**src/rtl/fifo_wptr_full.sv**
```systemverilog
// Write-side pointer and full-flag logic for an asynchronous FIFO (Gray write pointer, registered full/occupancy).
// Optional almost-full flag is built only when FIFO_WPTR_ALMOST_FULL_EN is defined; otherwise wafull is tied to 0.
module fifo_wptr_full #(
    parameter int ADDR_W    = 4,
    parameter int AF_MARGIN = 2
) (
    input  logic              clk,
    input  logic              rst,
    input  logic              winc,
    input  logic [ADDR_W:0]   wq2_rptr,
    output logic [ADDR_W-1:0] waddr,
    output logic [ADDR_W:0]   wptr,
    output logic              wen,
    output logic              wfull,
    output logic [ADDR_W:0]   wcount,
    output logic              wafull
);

    if (ADDR_W < 2 || AF_MARGIN < 0 || AF_MARGIN > (1 << ADDR_W)) begin : g_bad_params
        $error("fifo_wptr_full: ADDR_W must be >= 2 and AF_MARGIN within 0..2**ADDR_W");
    end

    logic [ADDR_W:0] wbin;
    logic [ADDR_W:0] wbin_next;
    logic [ADDR_W:0] wgray_next;
    logic [ADDR_W:0] rbin;
    logic [ADDR_W:0] wcount_next;
    logic            wfull_next;

    assign wen   = winc & ~wfull & ~rst;
    assign waddr = wbin[ADDR_W-1:0];

    // Gray-to-binary: each binary bit is the XOR of all Gray bits at or above it.
    always_comb begin
        rbin = '0;
        for (int unsigned i = 0; i <= ADDR_W; i++) begin
            rbin[i] = ^(wq2_rptr >> i);
        end
    end

    always_comb begin
        wbin_next   = wbin + {{ADDR_W{1'b0}}, wen};
        wgray_next  = (wbin_next >> 1) ^ wbin_next;
        wcount_next = wbin_next - rbin;
        wfull_next  = (wgray_next == {~wq2_rptr[ADDR_W:ADDR_W-1], wq2_rptr[ADDR_W-2:0]});
    end

    always_ff @(posedge clk or posedge rst) begin
        if (rst) begin
            wbin   <= '0;
            wptr   <= '0;
            wfull  <= 1'b0;
            wcount <= '0;
        end else begin
            wbin   <= wbin_next;
            wptr   <= wgray_next;
            wfull  <= wfull_next;
            wcount <= wcount_next;
        end
    end

`ifdef FIFO_WPTR_ALMOST_FULL_EN
    localparam logic [ADDR_W:0] AF_LEVEL = (ADDR_W+1)'((1 << ADDR_W) - AF_MARGIN);

    always_ff @(posedge clk or posedge rst) begin
        if (rst) begin
            wafull <= 1'b0;
        end else begin
            wafull <= (wcount_next >= AF_LEVEL);
        end
    end
`else
    assign wafull = 1'b0;
`endif

endmodule
```
**config.mk**
```make
export PLATFORM = sky130hd
export DESIGN_NAME = fifo_wptr_full
export DESIGN_NICKNAME = d
export VERILOG_FILES = /design/src/rtl/fifo_wptr_full.sv
export SDC_FILE = /design/constraint.sdc
export NUM_CORES = 1
export LEC_CHECK = 0
export ABC_AREA = 1
export CAP_MARGIN = 30
export CORE_MARGIN = 5
export CORE_UTILIZATION = 52
export CTS_CLUSTER_DIAMETER = 200
export DETAILED_ROUTE_END_ITERATION = 8
export PLACE_DENSITY = 0.84
export SYNTH_ARGS = -nofsm -noshare
export SYNTH_HDL_FRONTEND = slang
export SYNTH_SLANG_ARGS = --single-unit
```
**constraint.sdc**
```tcl
create_clock -name clk -period 5.2 [get_ports clk]
set_input_delay 0.52 -clock clk [delete_from_list [all_inputs] [get_ports clk]]
set_output_delay 0.52 -clock clk [all_outputs]
set_load 0.02 [all_outputs]
```
# Word level (Yosys, flattened, before mapping)
# Index checks and enable logic that the tools add are counted.
[word_totals]
ff_bits = 16
input_bits = 8
output_inout_bits = 17
[op_classes]
addsub = 2
n_eq_ne = 1
bitwise_logic = 6
n_reduce_logical = 5
[ops]
columns = ["op", "n"]
rows = [
  ["5-bit XOR reduction", 5],
  ["5-bit by 1-bit adder with 5-bit output", 1],
  ["5-bit == test", 1],
  ["5-bit subtractor", 1],
  ["4-bit by 5-bit XOR with 5-bit output", 1],
  ["1-bit bitwise AND", 2],
  ["1-bit NOT", 2],
  ["2-bit NOT", 1],
]

# Logic depth before layout (Yosys ltp)
# Gate-level depths: netlist of the first run.
[depth]
ltp_word = 6
mapped_depth = 15

# Worst setup path before layout of the first run
# No wires, ideal clock.
[synth_path]
path_kind = "in2reg"
start = "input port rst"
end = "register wcount[3]"
arrival_ps = 2684
path_slack_ps = 2399
path_stages = 13
path_buffers = 0
cell_sequence = "inv_1 > nand2_1 > nor2_1 > ha_1 > ha_1 > inv_1 > nand2_1 > nand2_2 > ha_1 > a21oi_1 > nand2_1 > nand2_1 > nand2_1"
[synth_between]
elab_chain_len = 4
[synth_lines]
columns = ["item", "line_no", "source"]
rows = [
  ["start, declared", "8", "input logic rst,"],
  ["1-bit NOT", "30", "assign wen = winc & ~wfull & ~rst;"],
  ["1-bit bitwise AND", "30", ""],
  ["via wen", "13", "output logic wen,"],
  ["5-bit by 1-bit adder with 5-bit output", "42", "wbin_next = wbin + {{ADDR_W{1'b0}}, wen};"],
  ["via wbin_next[2]", "24", "logic [ADDR_W:0] wbin_next;"],
  ["5-bit subtractor", "44", "wcount_next = wbin_next - rbin;"],
  ["via wcount_next[3]", "27", "logic [ADDR_W:0] wcount_next;"],
  ["end signal, assigned", "58", "wcount <= wcount_next;"],
  ["end, declared", "15", "output logic [ADDR_W:0] wcount,"],
]
# The timed path passes the listed nets, and every way through them passes these cells.

# Final worst setup path of the first run
[layout_path]
start = "input port rst"
end = "register wcount[3]"
[layout_between]
elab_chain_len = 4
[layout_lines]
columns = ["item", "line_no"]
rows = [
  ["1-bit NOT", "30"],
  ["1-bit bitwise AND", "30"],
  ["5-bit by 1-bit adder with 5-bit output", "42"],
  ["via wbin_next[2]", "24"],
  ["5-bit subtractor", "44"],
  ["via wcount_next[3]", "27"],
]
# The timed path passes the listed nets, and every way through them passes these cells.

==> results of run 1 <==
-- logic make-up (layout without fill, tap and decap cells) --
kind of cell,after synthesis,in the layout,share of synthesized area
xor gates and xnor gates,6,6,0.0519
adders and majority gates,6,6,0.0815
DFF,15,15,0.370
AOI/OAI and AO/OA,2,2,0.0123
buffers and inverters,24,49,0.100
other,1,1,0.00370
and+or+nand+nor,79,79,0.380
-- stage by stage --
step,setup slack (ns),instance area (sq um),power (uW)
6_report,2.21,1290,808
5_1_grt,1.80,1290,880
4_1_cts,2.16,1290,812
3_5_place_dp,1.90,1260,745
3_3_place_gp,2.07,1260,728
2_1_floorplan,2.40,1010,568
-- cells in the mapped netlist, drive strengths merged --
cell	instances	area (sq um)
nand4	4	25.0
xor2	5	43.8
dfrtp	15	375
fa	1	20.0
nand2	52	228
a21boi	1	7.51
xnor2	1	8.76
nor2	4	17.5
buf	2	18.8
nand3	19	115
inv	22	82.6
a21oi	1	5.00
conb	1	3.75
ha	5	62.6
-- critical path, delay by kind of cell --
family	cells	cell delay, ns
compound gates	1	0.19
fa+ha+maj	3	0.89
simple gates	7	0.63
buf+inv	3	0.94
-- power groups by stage --
stage,Combinational (uW),Clock (uW),Sequential [uW]
after detailed placement,527,0,218
after global placement,514,0,215
after CTS,529,67.0,216
after global routing,585,71.3,223
after floorplan,287,0,281
final,526,66.1,216
-- state kept, by name (all words and copies together), names as in the netlist --
signal and cells:
wptr 4, wcount 5, wfull 1, wbin 5
-- cell type report --
class / instances / area share
inverters: 22 / 0.0642
multi-input cells: 94 / 0.417
flip-flops and latches: 15 / 0.292
clock inverters: 1 / 0.00389
repair buffers: 23 / 0.179
well taps: 27 / 0.0263
clock buffers: 3 / 0.0175
-- metal layers --
metal | vias up | part of all wire
met5 | - | 0
met4 | 0 | 0.0089
met3 | 2 | 0.058
met2 | 35 | 0.48
met1 | 413 | 0.45
li1 | 461 | -
-- path summary, 6_finish.rpt --
path | start | to | slack, ns
setup / recovery | rst | wcount[3]$_DFF_PP0_ | 2.21
hold / removal | wbin[0]$_DFF_PP0_ | wbin[0]$_DFF_PP0_ | 0.58
setup reg to reg | wfull$_DFF_PP0_ | wcount[3]$_DFF_PP0_ | 3.04
hold reg to reg | wbin[0]$_DFF_PP0_ | wbin[0]$_DFF_PP0_ | 0.58
max in group asynchronous | rst | wptr[1]$_DFF_PP0_ | 4.21
min in group asynchronous | rst | wptr[0]$_DFF_PP0_ | 0.60
==> results.py, run 1 <==
metrics = {
    "status": {
        "status": "finished, final reports clean",
    },
    "power": {
        "sequentialPowerShare": 0.267,
        "p_comb_frac": 0.651,
        "power_density_mw_per_mm2": 628,
        "power.internal_uw": 423,
        "power_frac_clock": 0.082,
        "p_leak_uw": 0.000686,
        "ir_drop_uv": 283,
        "switching_share": 0.476,
        "p_sw_uw": 385,
    },
    "place": {
        "dp_cells": 181,
        "dp_hpwl_um": 1740,
        "numPortBuffers": 23,
        "place_congestion": 0.850,
    },
    "layout": {
        "final_util": 0.676,
        "stdcell_count": 185,
        "regArea_sq_um": 375,
        "final_common_cell": "nand2_1",
        "n_antenna_cell": 0,
        "final_cell_mix": "nand2_1 (41), clkdlybuf4s50_1 (23), inv_1 (17), nand3_1 (15), dfrtp_1 (15)",
        "nets": 173,
        "n_fill_cell": 158,
        "drive_gt1_frac": 0.158,
        "syn2layout_area_growth_pct": 26.9,
        "multiInputGateArea_sq_um": 537,
    },
    "routing": {
        "drtPass1Iterations": 4,
        "routed_wl_um": 2140,
        "ant_nets": 0,
        "drtIter0Drc": 33,
        "routedWlPerCell_um": 11.6,
        "route.detailed.drc": 0,
        "vias": 911,
        "via_per_inst": 4.92,
    },
    "clock_network": {
        "cts_made_buffers": 3,
        "clk_pin_slew_worst_paths_ns": 0.09,
        "ctsResizeCount": 0,
        "htreeDepth": 1,
        "post_cts_buffers": 0,
        "clockBufferDepth": 2,
        "clk_latency_ns": 0.28,
        "cts_hold_buf": 0,
        "cts_sinks": 15,
        "cts_tree": "built",
        "cts-root-buf": "clkbuf_4",
    },
    "critical_path": {
        "cp-start-kind": "input port",
        "cpMaxStageDelayCell": "inv_1",
        "cp_cell_sequence": "clkdlybuf4s50_1 -> inv_1 -> nand2_1 -> nor2_1 -> ha_1 -> ha_1 -> inv_1 -> nand2_1 -> nand2_2 -> ha_1 -> a21oi_1 -> nand2_1 -> nand2_1 -> nand2_1",
        "max_stage_delay_ns": 0.45,
        "crit_top_cell": "nand2_1",
        "crit_arrival_ns": 3.17,
        "ff2ff_path_depth": 11,
        "worstSetupPathType": "input port to flop",
        "cp_max_fo": 16,
        "cp-end-kind": "flop",
        "crit_required_ns": 5.38,
    },
    "synth": {
        "avgSynthCellArea_sq_um": 7.62,
        "syn_inst": 133,
        "synth-seq-cells": 15,
        "postSynthNetCount": 147,
        "syn_area_sq_mm": 0.00101,
        "yosys_warnings": 0,
        "yosys.cell_types.count": 20,
        "ys_seq_area_frac": 0.370,
    },
    "floorplan": {
        "row_count": 16,
        "pin_count": 25,
        "die-area_sq_mm": 0.00293,
        "core_area_sq_mm": 0.00190,
        "start_util": 0.533,
        "die_w_um": 54.1,
        "fp.dieH_um": 54.1,
    },
    "sta": {
        "skew_ns": 0.00238,
        "slew_headroom": 0.600,
        "fin_setup_tns_ns": 0,
        "drv_slew": 0,
        "timing.fmax_mhz": 334,
        "rsz0062_at_grt": "false",
        "tightest_slew_ns": 0.599,
        "period_share": 0.576,
        "setup-violations-final": 0,
        "min_period_ns": 2.99,
        "fin_hold_ws_ns": 0.577,
        "hold_viol_final": 0,
    },
    "hold_path": {
        "hold_depth": 1,
        "hp-class": "flop to flop",
    },
    "global_route": {
        "grtUsageTotal": 0.165,
        "use_met1": 0.214,
        "grt_pass1_wl_um": 3530,
        "use_met2": 0.281,
        "grt.met3_usage": 0.0194,
        "grt-ovfl-total": 0,
        "grt_pass1_vias": 838,
        "grt_max_degree": 17,
        "antenna_found_initial": 0,
        "busiest_layer": "met2",
    },
    "flow_run": {
        "drv_cap": 0,
    },
}
No activity file was read; power rests on OpenSTA's default activity.
==> inputs of run 2 (changes only) <==
- CORE_UTILIZATION: 52 -> 43
- PLACE_DENSITY: 0.84 -> 0.74
- clock period: 5.2 -> 2.45 ns (I/O delays scaled with it)
==> run 2 against run 1 <==
  * Register-to-register slack worse by 2.5 ns
  * Via count grew 0.11%
  * Global-route usage fell by 2.3 points
  * Critical endpoint is now wcount[4]$_DFF_PP0_
  * Cell count rose by 3.2%
  * Worst hold slack lost 0.24 ns
  * Sequential share of layout area down 0.91 points
  * Total power is 120% higher
==> results.py, run 2 (synthesis gave the netlist of run 1 again) <==
metrics = {
    "status": {
        "status": "finished, final reports clean",
    },
    "routing": {
        "drtIter0Drc": 11,
        "route.detailed.drc": 0,
        "ant_nets": 0,
        "routedWlPerCell_um": 11.4,
        "vias": 912,
        "drtPass1Iterations": 4,
        "via_per_inst": 4.77,
        "routed_wl_um": 2180,
    },
    "global_route": {
        "grt_pass1_wl_um": 3770,
        "antenna_found_initial": 0,
        "grtUsageTotal": 0.143,
        "grt_max_degree": 16,
        "grt_pass1_vias": 924,
        "grt-ovfl-total": 0,
    },
    "critical_path": {
        "worstSetupPathType": "input port to flop",
        "cp.buffers_inverters": 4,
        "cp_max_fo": 4,
        "cp-end-kind": "flop",
        "crit_arrival_ns": 2.42,
        "cp_cell_sequence": "clkdlybuf4s50_1 -> inv_1 -> nand2_1 -> nand3_2 -> nand2_2 -> xor2_1 -> inv_1 -> ha_1 -> fa_1 -> inv_1 -> nand3_1 -> nand2_1 -> nand3_1 -> nand2_1",
        "crit_required_ns": 2.68,
        "cpMaxStageDelayCell": "clkdlybuf4s50_1",
        "max_stage_delay_ns": 0.53,
        "crit_family": "buffers and inverters",
        "cp-start-kind": "input port",
    },
    "floorplan": {
        "core_area_sq_mm": 0.00223,
        "die-area_sq_mm": 0.00343,
        "die_w_um": 58.6,
        "row_count": 17,
        "pin_count": 25,
        "start_util": 0.454,
        "fp.dieH_um": 58.6,
    },
    "power": {
        "p_leak_uw": 0.000703,
        "ir_drop_uv": 662,
        "total_power_uw": 1750,
        "power_density_mw_per_mm2": 1320,
    },
    "sta": {
        "rsz0062_at_grt": "false",
        "period_share": 0.895,
        "setup_ws_ns": 0.256,
        "min_period_ns": 2.19,
        "drv_slew": 0,
        "hold_viol_final": 0,
        "timing.fmax_mhz": 456,
        "skew_ns": 0.000324,
        "setup-violations-final": 0,
    },
    "clock_network": {
        "ctsResizeCount": 0,
        "htreeDepth": 1,
        "post_cts_buffers": 0,
        "clk_pin_slew_worst_paths_ns": 0.09,
        "clockBufferDepth": 2,
        "cts_hold_buf": 0,
        "cts-root-buf": "clkbuf_4",
        "cts_made_buffers": 3,
        "clk_latency_ns": 0.28,
        "cts_sinks": 15,
        "cts_tree": "built",
    },
    "layout": {
        "nets": 178,
        "final_common_cell": "nand2_1",
        "drive_gt1_frac": 0.184,
        "syn2layout_area_growth_pct": 31.0,
        "final_cell_mix": "nand2_1 (41), clkdlybuf4s50_1 (23), inv_1 (16), nand3_1 (15), dfrtp_1 (15)",
        "n_antenna_cell": 0,
        "reg.largest.list": "wbin x5, wcount x5, wptr x4",
    },
    "flow_run": {
        "drv_cap": 0,
    },
    "place": {
        "preCtsSetupSlack_ns": -0.0141,
        "dp_hpwl_um": 1840,
        "numPortBuffers": 23,
        "place_congestion": 0.859,
    },
    "hold_path": {
        "hp-class": "input port to asynchronous set/reset pin",
    },
}
==> run 2: layout make-up <==
type                       instances  area [sq um]
fill                             214           906
multi-input combinational         94           537
sequential                        15           375
timing repair buffer              28           268
inverter                          22          86.3
tap                               28          35.0
clock buffer                       4          26.3
==> run 2: worst paths after layout <==
path	slack (ns)	cells past startpoint	from	end
max	0.26	14	wq2_rptr[4]	wcount[4]$_DFF_PP0_
min	0.34	3	rst	wptr[1]$_DFF_PP0_
max reg2reg	0.50	11	wfull$_DFF_PP0_	wfull$_DFF_PP0_
min reg2reg	0.57	1	wbin[0]$_DFF_PP0_	wbin[0]$_DFF_PP0_
max in group asynchronous	1.94	3	rst	wptr[3]$_DFF_PP0_
min in group clk	0.57	1	wbin[0]$_DFF_PP0_	wbin[0]$_DFF_PP0_
==> run 2: stage by stage <==
stage | std cells | instance area [sq um] | hold WS [ns] | util | TNS (ns)
3_3_place_gp | 187 | 1300 | 0.556 | 0.583 | 0
4_1_cts | 191 | 1330 | 0.341 | 0.594 | 0
2_1_floorplan | 133 | 1020 | 0.0701 | - | 0
5_1_grt | 191 | 1330 | 0.352 | 0.594 | 0
6_report | 191 | 1330 | 0.340 | 0.594 | 0
3_5_place_dp | 187 | 1300 | 0.550 | 0.583 | -0.0141
==> run 2: worst min-delay path: cells and delay by family <==
| family | cells | cell delay (ns) |
|---|---|---|
| buf+inv | 3 | 0.74 |
==> run 2: routing by layer <==
metal  vias up  share of wire  track usage
li1        470              -            -
met1       408           0.45        0.180
met2        27           0.46        0.225
met3         7          0.054       0.0219
met4         0          0.030       0.0927
met5         -              0            0
==> run 2: power breakdown <==
group          internal, uW  switching [uW]  leakage [uW]
clock network          63.2            77.1     0.0000150
registers               373            83.6      0.000182
logic                   494             660      0.000506
total                   930             820      0.000703
==> inputs of run 3 (changes only) <==
- SKIP_LAST_GASP: default -> 1
==> results of run 3 <==
Final layout, timing and power as in run 2 (identical DEF).
